`src/rtl/nanoproc_pkg.sv`:
```
// Shared types and constants for the accumulator nanoprocessor.
package nanoproc_pkg;

  localparam int OP_W = 4;

  typedef enum logic [3:0] {
    OP_NOP = 4'h0,
    OP_XOR = 4'h1,
    OP_AND = 4'h2,
    OP_OR  = 4'h3,
    OP_ADD = 4'h4,
    OP_ADC = 4'h5,
    OP_SUB = 4'h6,
    OP_SBC = 4'h7,
    OP_ROL = 4'h8,
    OP_ROR = 4'h9,
    OP_LDA = 4'hA,
    OP_STA = 4'hB,
    OP_OUT = 4'hC,
    OP_JMP = 4'hD,
    OP_JNC = 4'hE,
    OP_JNZ = 4'hF
  } opcode_e;

  typedef enum logic [1:0] {
    ST_FETCH   = 2'd0,
    ST_DECODE  = 2'd1,
    ST_OPFETCH = 2'd2,
    ST_EXEC    = 2'd3
  } state_e;

endpackage

```
`src/rtl/nanoproc_if.sv`:
```
// Memory and output-port bundle between the core and board logic.
interface nanoproc_if #(
  parameter int DATA_W = 8,
  parameter int ADDR_W = 8
);
  logic [ADDR_W-1:0] addr;
  logic [DATA_W-1:0] din;
  logic [DATA_W-1:0] dout;
  logic              write;
  logic [DATA_W-1:0] out_data;
  logic              out_valid;

  modport master (
    output addr, dout, write, out_data, out_valid,
    input  din
  );

  modport slave (
    input  addr, dout, write, out_data, out_valid,
    output din
  );
endinterface

```
`src/rtl/nanoproc_alu.sv`:
```
// Combinational ALU: logic, add/sub with carry, rotates through carry, load.
module nanoproc_alu
  import nanoproc_pkg::*;
#(
  parameter int DATA_W = 8
) (
  input  opcode_e           op,
  input  logic [DATA_W-1:0] acc,
  input  logic [DATA_W-1:0] operand,
  input  logic              c_in,
  output logic [DATA_W-1:0] result,
  output logic              carry_out,
  output logic              zero
);

  logic [DATA_W:0] sum_s;
  logic [DATA_W:0] cin_ext_s;

  assign cin_ext_s = {{DATA_W{1'b0}}, c_in};

  // Compute the new accumulator and carry; subtraction borrow shows up as bit DATA_W.
  always_comb begin
    sum_s     = '0;
    result    = acc;
    carry_out = c_in;
    case (op)
      OP_XOR: result = acc ^ operand;
      OP_AND: result = acc & operand;
      OP_OR:  result = acc | operand;
      OP_ADD: begin
        sum_s = {1'b0, acc} + {1'b0, operand};
        {carry_out, result} = sum_s;
      end
      OP_ADC: begin
        sum_s = {1'b0, acc} + {1'b0, operand} + cin_ext_s;
        {carry_out, result} = sum_s;
      end
      OP_SUB: begin
        sum_s = {1'b0, acc} - {1'b0, operand};
        {carry_out, result} = sum_s;
      end
      OP_SBC: begin
        sum_s = {1'b0, acc} - {1'b0, operand} - cin_ext_s;
        {carry_out, result} = sum_s;
      end
      OP_ROL: {carry_out, result} = {acc, c_in};
      OP_ROR: {result, carry_out} = {c_in, acc};
      OP_LDA: result = operand;
      default: begin
        result    = acc;
        carry_out = c_in;
      end
    endcase
    zero = (result == {DATA_W{1'b0}});
  end

endmodule

```
`src/rtl/nanoproc_core.sv`:
```
// Four-cycle accumulator nanoprocessor: FSM, PC, instruction, Acc, flags, output port.
module nanoproc_core
  import nanoproc_pkg::*;
#(
  parameter int DATA_W = 8,
  parameter int ADDR_W = 8
) (
  input  logic       clk,
  input  logic       reset,
  input  logic       en,
  nanoproc_if.master bus
);

  state_e            state_q, state_d;
  logic [ADDR_W-1:0] pc_q, pc_d;
  opcode_e           ir_q, ir_d;
  logic [DATA_W-1:0] acc_q, acc_d;
  logic              c_q, c_d;
  logic              z_q, z_d;
  logic [DATA_W-1:0] out_data_q, out_data_d;
  logic              out_valid_q, out_valid_d;

  logic [DATA_W-1:0] alu_res_s;
  logic              alu_c_s;
  logic              alu_z_s;
  logic [ADDR_W-1:0] jump_tgt_s;

  nanoproc_alu #(.DATA_W(DATA_W)) u_alu (
    .op        (ir_q),
    .acc       (acc_q),
    .operand   (bus.din),
    .c_in      (c_q),
    .result    (alu_res_s),
    .carry_out (alu_c_s),
    .zero      (alu_z_s)
  );

  assign jump_tgt_s = bus.din[ADDR_W-1:0];

  // Next-state logic; nothing advances while en is low, and out_valid is a single-cycle pulse.
  always_comb begin
    state_d     = state_q;
    pc_d        = pc_q;
    ir_d        = ir_q;
    acc_d       = acc_q;
    c_d         = c_q;
    z_d         = z_q;
    out_data_d  = out_data_q;
    out_valid_d = 1'b0;
    if (en) begin
      case (state_q)
        ST_FETCH: state_d = ST_DECODE;
        ST_DECODE: begin
          ir_d    = opcode_e'(bus.din[OP_W-1:0]);
          pc_d    = pc_q + ADDR_W'(1);
          state_d = ST_OPFETCH;
        end
        ST_OPFETCH: state_d = ST_EXEC;
        ST_EXEC: begin
          state_d = ST_FETCH;
          pc_d    = pc_q + ADDR_W'(1);
          case (ir_q)
            OP_XOR, OP_AND, OP_OR, OP_ADD, OP_ADC,
            OP_SUB, OP_SBC, OP_ROL, OP_ROR, OP_LDA: begin
              acc_d = alu_res_s;
              c_d   = alu_c_s;
              z_d   = alu_z_s;
            end
            OP_OUT: begin
              out_data_d  = acc_q;
              out_valid_d = 1'b1;
            end
            OP_JMP: pc_d = jump_tgt_s;
            OP_JNC: if (!c_q) pc_d = jump_tgt_s; else pc_d = pc_q + ADDR_W'(1);
            OP_JNZ: if (!z_q) pc_d = jump_tgt_s; else pc_d = pc_q + ADDR_W'(1);
            default: pc_d = pc_q + ADDR_W'(1);
          endcase
        end
        default: state_d = ST_FETCH;
      endcase
    end else begin
      out_valid_d = 1'b0;
    end
  end

  // State registers with synchronous reset; reset abandons any instruction in flight.
  always_ff @(posedge clk) begin
    if (reset) begin
      state_q     <= ST_FETCH;
      pc_q        <= '0;
      ir_q        <= OP_NOP;
      acc_q       <= '0;
      c_q         <= 1'b0;
      z_q         <= 1'b0;
      out_data_q  <= '0;
      out_valid_q <= 1'b0;
    end else begin
      state_q     <= state_d;
      pc_q        <= pc_d;
      ir_q        <= ir_d;
      acc_q       <= acc_d;
      c_q         <= c_d;
      z_q         <= z_d;
      out_data_q  <= out_data_d;
      out_valid_q <= out_valid_d;
    end
  end

  assign bus.addr      = pc_q;
  assign bus.dout      = acc_q;
  assign bus.out_data  = out_data_q;
  assign bus.out_valid = out_valid_q;
  // STA writes Acc into its own operand slot; suppressed during reset or stall.
  assign bus.write     = (state_q == ST_OPFETCH) && (ir_q == OP_STA) && en && !reset;

endmodule

```
`src/flat_wrapper.sv`:
```
// flat-port wrapper written by rule: the top's interface ports become plain ports
module nanoproc_core_flat import nanoproc_pkg::*;
#(
  parameter int DATA_W = 8,
  parameter int ADDR_W = 8
)
  (clk, reset, en, bus_addr, bus_dout, bus_write, bus_out_data, bus_out_valid, bus_din);
  nanoproc_if #(.DATA_W(DATA_W), .ADDR_W(ADDR_W)) bus_i ();
  input  logic clk;
  input  logic reset;
  input  logic en;
  output wire logic [$bits(bus_i.addr)-1:0] bus_addr;
  output wire logic [$bits(bus_i.dout)-1:0] bus_dout;
  output wire logic [$bits(bus_i.write)-1:0] bus_write;
  output wire logic [$bits(bus_i.out_data)-1:0] bus_out_data;
  output wire logic [$bits(bus_i.out_valid)-1:0] bus_out_valid;
  input wire logic [$bits(bus_i.din)-1:0] bus_din;
  assign bus_addr = bus_i.addr;
  assign bus_dout = bus_i.dout;
  assign bus_write = bus_i.write;
  assign bus_out_data = bus_i.out_data;
  assign bus_out_valid = bus_i.out_valid;
  assign bus_i.din = bus_din;
  nanoproc_core #(.DATA_W(DATA_W), .ADDR_W(ADDR_W)) u_core (.clk(clk), .reset(reset), .en(en), .bus(bus_i));
endmodule
```
`config.mk`:
```
export PLATFORM = sky130hd
export DESIGN_NAME = nanoproc_core_flat
export DESIGN_NICKNAME = d
export VERILOG_FILES = /design/src/rtl/nanoproc_pkg.sv /design/src/rtl/nanoproc_if.sv /design/src/rtl/nanoproc_alu.sv /design/src/rtl/nanoproc_core.sv /design/src/flat_wrapper.sv
export SDC_FILE = /design/constraint.sdc
export NUM_CORES = 1
export LEC_CHECK = 0
export BUFFER_PORTS_ARGS = -buffer_cell sky130_fd_sc_hd__buf_2
export CAP_MARGIN = 20
export CORE_ASPECT_RATIO = 0.7
export CORE_UTILIZATION = 30
export CTS_BUF_LIST = sky130_fd_sc_hd__clkbuf_8
export DETAILED_ROUTE_END_ITERATION = 10
export MAX_ROUTING_LAYER = met4
export PLACE_DENSITY = 0.56
export SLEW_MARGIN = 15
export SYNTH_ARGS = -nofsm -noshare
export SYNTH_HDL_FRONTEND = slang
export SYNTH_SLANG_ARGS = --single-unit
```
`constraint.sdc`:
```
create_clock -name clk -period 4.2 [get_ports clk]
set_input_delay 0 -clock clk [delete_from_list [all_inputs] [get_ports clk]]
set_output_delay 0 -clock clk [all_outputs]
set_load 0.02 [all_outputs]
```
==> impl_metrics.ini, run 1 <==
[synth]
synth_edf_count = 0
syn_avg_cell_area_um2 = 7.20
seq_area_frac_synth = 0.189
synth_compound_area_frac = 0.260
ys.flop_type = dfxtp_1
synthDistinctLibCells = 65
synth_top_family_by_area = simple AND/OR/NAND/NOR gates
synth-simple-area-share = 0.263
synth_nets = 532
async_reset_ff_frac = 0
syn-instance-count = 486
synth_warnings = 0
synth-adder-area-share = 0.129
ys_ff_latch = 33
netlist_area_mm2 = 0.00350
synth.mux.area_fraction = 0.0454
synthXorXnorAreaFrac = 0.0501

[setup_path]
path_cells = inv_1, ha_1, a211o_1, and3_4, nor4_1, mux2_4, or4_1, and3_1, a211oi_1
critPathRequiredTime_ns = 4.38
rrSetupSlack_ns = 0.73
critical_path.max_stage_delay_ns = 0.48
cp.arrival_ns = 3.64
start_kind = register
cp_max_fo = 9
crit_path_end_kind = register
timing_worst_setup_path_type = register to register
slowest_stage = dfxtp_1

[layout]
multi_input_area_mm2 = 0.00262
fin_area_mm2 = 0.00392
syn_to_final_growth_pct = 11.9
seq_area_um2 = 661
fin_nets = 553
layout_commonest_cell = nor2_1
final_cell_mix = 61 x nor2_1, 50 x a21oi_1, 39 x nand2_1
drive_gt1_frac = 0.132
antenna_cells = 0
num-fill-cells = 1216

[cts]
holdBufCountCts = 0
cts_root_buffer = clkbuf_8
clk_pin_slew_worst_paths_ns = 0.07
clock-sinks = 33
cts_buffer_depth = 2
cts_resized = 0
cts_tree = done
htreeDepth = 2
clk_latency_ns = 0.30
cts_inserted_buffers = 5
cts_setup_buffers = 0

[placement]
post_dp_cell_area_mm2 = 0.00379
globalplace.congestion = 0.999
io_buffer_count = 36
dp.final_hpwl_um = 9050
dp_slack_ns = 0.793

[power_and_ir_drop]
leakage_uw = 0.00157
p_per_area_mw_per_mm2 = 214
peakVddDrop_mv = 0.148

[flow_run]
drv_cap = 0

[grt]
grt_pass1_vias = 3422
antenna_found_initial = 0
overflow = 0
grt_max_degree = 37
grt_pass1_wl_um = 18800
track_usage = 0.208

[route]
vias = 3745
routed_wl_um = 11800
wire_per_inst_um = 17.8
ant_nets = 0
viasPerCell = 5.67
drtPass1Iterations = 5
drcViolationCount = 0
dr.first_iter.drc_count = 396

[timing]
finalCriticalPeriod_ns = 3.47
fmax_mhz = 289
min_period_over_period = 0.825
setup_viol = 0
finalClockSkew_ns = 0.00341
relSlewSlack = 0.453
grt_setup_unrepaired = false
tightest_slew_ns = 0.820
setup_ws_ns = 0.735
finalMaxSlewViolations = 0
hold_viol = 0
tns_ns = 0

[floorplanning]
start_util = 0.313
rows = 32
die_width_um = 131
die_height_um = 92.4
die_area_mm2 = 0.0121
core_mm2 = 0.0112
ios = 37

[hold_path]
worstHoldPathType = input pin to register

[outcome]
status = finished clean
==> Yosys cell counts, types with 4 or more instances <==
master	n	area (um2)
ha_1	33	413
and2_1	4	25.0
nand2b_1	5	31.3
o21ai_0	23	115
clkbuf_1	18	67.6
a211oi_1	13	97.6
nor3b_1	6	45.0
mux2i_1	11	110
xor2_1	8	70.1
nand3_1	21	105
dfxtp_1	33	661
xnor2_1	12	105
buf_2	7	35.0
nand2_1	39	146
and3_1	10	62.6
nor2b_1	8	50.1
a21oi_1	50	250
inv_1	24	90.1
a221oi_1	5	43.8
nand4_1	4	25.0
o211ai_1	4	30.0
a31oi_1	4	25.0
nor2_1	61	229
nor3_1	13	65.1
o22ai_1	6	37.5
nor4_1	4	25.0
==> registers in the layout, summed over array words and instances, names as in the netlist <==
register and count:
u_core.z_q 1, u_core.bus.out_data 8, u_core.c_q 1, u_core.bus.dout 8
u_core.state_q 2, u_core.ir_q 4, u_core.bus.out_valid 1, u_core.bus.addr 8
==> stage by stage <==
step / cells / power, uW / hold WS [ns] / util
global placement: 653 / 514 / 0.351 / 0.340
global route: 661 / 883 / 0.0465 / 0.350
floorplan: 486 / 461 / 0.163 / -
finish: 661 / 838 / 0.0511 / 0.350
CTS: 661 / 846 / 0.0338 / 0.350
detailed placement: 653 / 516 / 0.358 / 0.340
==> logic make-up after synthesis <==
family,after synthesis
compound gates,140
xor+xnor,20
fa+ha+maj,35
buf+inv,54
flops,33
mux,15
simple gates,189
==> area by class of cell <==
| cell class | instances | share of cell area |
|---|---|---|
| timing repair buffer | 43 | 0.0594 |
| multi-input combinational | 399 | 0.668 |
| inverter | 25 | 0.0240 |
| sequential | 33 | 0.169 |
| clock buffer | 6 | 0.0211 |
| tap | 153 | 0.0489 |
| clock inverter | 2 | 0.00959 |
==> critical path: cells and delay by family (launching register included) <==
kind	cells	cell delay (ns)
AND/OR/NAND/NOR	4	1.21
buffers and inverters	1	0.14
multiplexers	1	0.34
adder cells (fa/ha/maj)	1	0.43
AO/OA/AOI/OAI	2	0.75
flip-flops	1	0.48
==> report_power, final <==
group          total (uW)  leakage [uW]  internal, uW  switching (uW)
combinational         185       0.00124          64.0             121
sequential            329      0.000267           318            10.7
clock                 324     0.0000574           193             131
==> worst paths after layout <==
| kind | start | endpoint | cells past startpoint |
|---|---|---|---|
| worst max-delay path | u_core.bus.dout[2] | u_core.bus.dout[5] | 9 |
| worst min-delay path | bus_din[0] | u_core.ir_q[0] | 3 |
| worst max register to register | u_core.bus.dout[2] | u_core.bus.dout[5] | 9 |
| worst min register to register | u_core.bus.out_data[3] | u_core.bus.out_data[3] | 2 |
==> layer usage <==
layer	up-vias	wire, um	track usage
li1	1782	-	-
met1	1776	6070	0.329
met2	177	4480	0.266
met3	10	1150	0.0422
met4	0	72	0.0287
met5	-	0	-
Power figures use the tool's default switching activity.
==> inputs of run 2 (changes only) <==
clock period = 3.4 ns   (was 4.2 ns; I/O delays follow)
==> impl_metrics.ini, run 2 (synthesis gave the netlist of run 1 again) <==
[placement]
io_buffer_count = 36
globalplace.congestion = 0.970
dp_slack_ns = 0.0780
post-place-cells = 665
dp.final_hpwl_um = 9580

[power_and_ir_drop]
peakVddDrop_mv = 0.143
leakage_uw = 0.00163
p_per_area_mw_per_mm2 = 261
p_total_uw = 1050

[cts]
cts_root_buffer = clkbuf_8
htreeDepth = 2
clk_pin_slew_worst_paths_ns = 0.08
cts_inserted_buffers = 5
cts_buffer_depth = 2
holdBufCountCts = 0
cts_tree = done
cts_setup_buffers = 0
clock-sinks = 33
clk_latency_ns = 0.29

[timing]
tightest_slew_ns = 0.741
min_period_over_period = 0.959
finalClockSkew_ns = 0.00624
finalMaxSlewViolations = 0
relSlewSlack = 0.506
setup_ws_ns = 0.140
fmax_mhz = 307
grt_setup_unrepaired = false
tns_ns = 0
setup_viol = 0
finalCriticalPeriod_ns = 3.26
hold_viol = 0

[flow_run]
drv_cap = 0

[setup_path]
rrSetupSlack_ns = 0.14
cp.arrival_ns = 3.45
cp_top_family = simple AND/OR/NAND/NOR gates
start_kind = register
cp_max_fo = 5
timing_worst_setup_path_type = register to register
crit_path_end_kind = register
critPathRequiredTime_ns = 3.59
critPathBufInv = 0
slowest_stage = fa_1
critical_path.max_stage_delay_ns = 0.44
path_cells = ha_1, fa_1, a211o_1, and3_4, nor4_4, mux2_4, or4_1, and3_1, and4_1, a31o_1

[layout]
multi_input_area_mm2 = 0.00264
fin_nets = 565
final_cell_mix = 61 x nor2_1, 49 x a21oi_1, 39 x nand2_1
finalNonFillerCells = 673
antenna_cells = 0
syn_to_final_growth_pct = 15.0
num-fill-cells = 1208
seq_area_um2 = 662
drive_gt1_frac = 0.158
layout_commonest_cell = nor2_1

[floorplanning]
rows = 32
core_mm2 = 0.0112
start_util = 0.313
die_height_um = 92.4
die_area_mm2 = 0.0121
ios = 37
die_width_um = 131

[grt]
grt_max_degree = 37
overflow = 0
grt_pass1_vias = 3499
antenna_found_initial = 0
grt_pass1_wl_um = 19400
track_usage = 0.215

[route]
wire_per_inst_um = 18.4
dr.first_iter.drc_count = 407
drtPass1Iterations = 5
routed_wl_um = 12400
ant_nets = 0
vias = 3786
viasPerCell = 5.63
drcViolationCount = 0

[hold_path]
worstHoldPathType = input pin to register

[outcome]
status = finished clean
[run 2: area by class of cell]
class | count | share of cell area
clock buffers | 6 | 0.0205
clock inverters | 2 | 0.00933
inverters | 25 | 0.0233
multi-input cells | 399 | 0.655
flip-flops and latches | 33 | 0.164
well taps | 153 | 0.0476
repair buffers | 55 | 0.0802
[run 2: routing by layer]
| metal | vias to the layer above | part of all wire | global-route usage |
|---|---|---|---|
| li1 | 1812 | - | - |
| met1 | 1797 | 0.51 | 0.337 |
| met2 | 167 | 0.38 | 0.279 |
| met3 | 10 | 0.095 | 0.0479 |
| met4 | 0 | 0.0066 | 0.0259 |
| met5 | - | 0 | - |
[run 2: repair_timing]
action | in CTS | in global routing
resized for setup | 0 | 4
endpoints found under the hold margin | 0 | 0
setup endpoints to repair | 0 | 3
[run 2: path summary, 6_finish.rpt]
path | endpoint | cells past startpoint | startpoint
setup / recovery | u_core.z_q | 10 | u_core.bus.dout[0]
hold / removal | u_core.ir_q[2] | 3 | bus_din[2]
setup reg to reg | u_core.z_q | 10 | u_core.bus.dout[0]
hold reg to reg | u_core.bus.out_data[5] | 2 | u_core.bus.out_data[5]
[run 2: tightest hold or removal path, delay by kind of cell]
| kind | cells | cell delay, ns |
|---|---|---|
| buf+inv | 1 | 0.15 |
| simple gates | 1 | 0.09 |
| compound gates | 1 | 0.05 |
[run 2: metrics by stage]
stage	cell area [um2]	utilization	hold slack (ns)
floorplan	3500	-	0.163
global placement	3880	0.348	0.346
detailed placement	3880	0.348	0.353
CTS	4010	0.359	0.0400
global route	4030	0.360	0.0706
finish	4030	0.360	0.0485
[run 2: power breakdown]
part	leakage (uW)	switching, uW	total, uW	internal, uW
clock	0.0000574	169	407	239
combinational	0.00131	155	239	84.7
sequential	0.000267	11.1	404	393
total	0.00163	334	1050	716
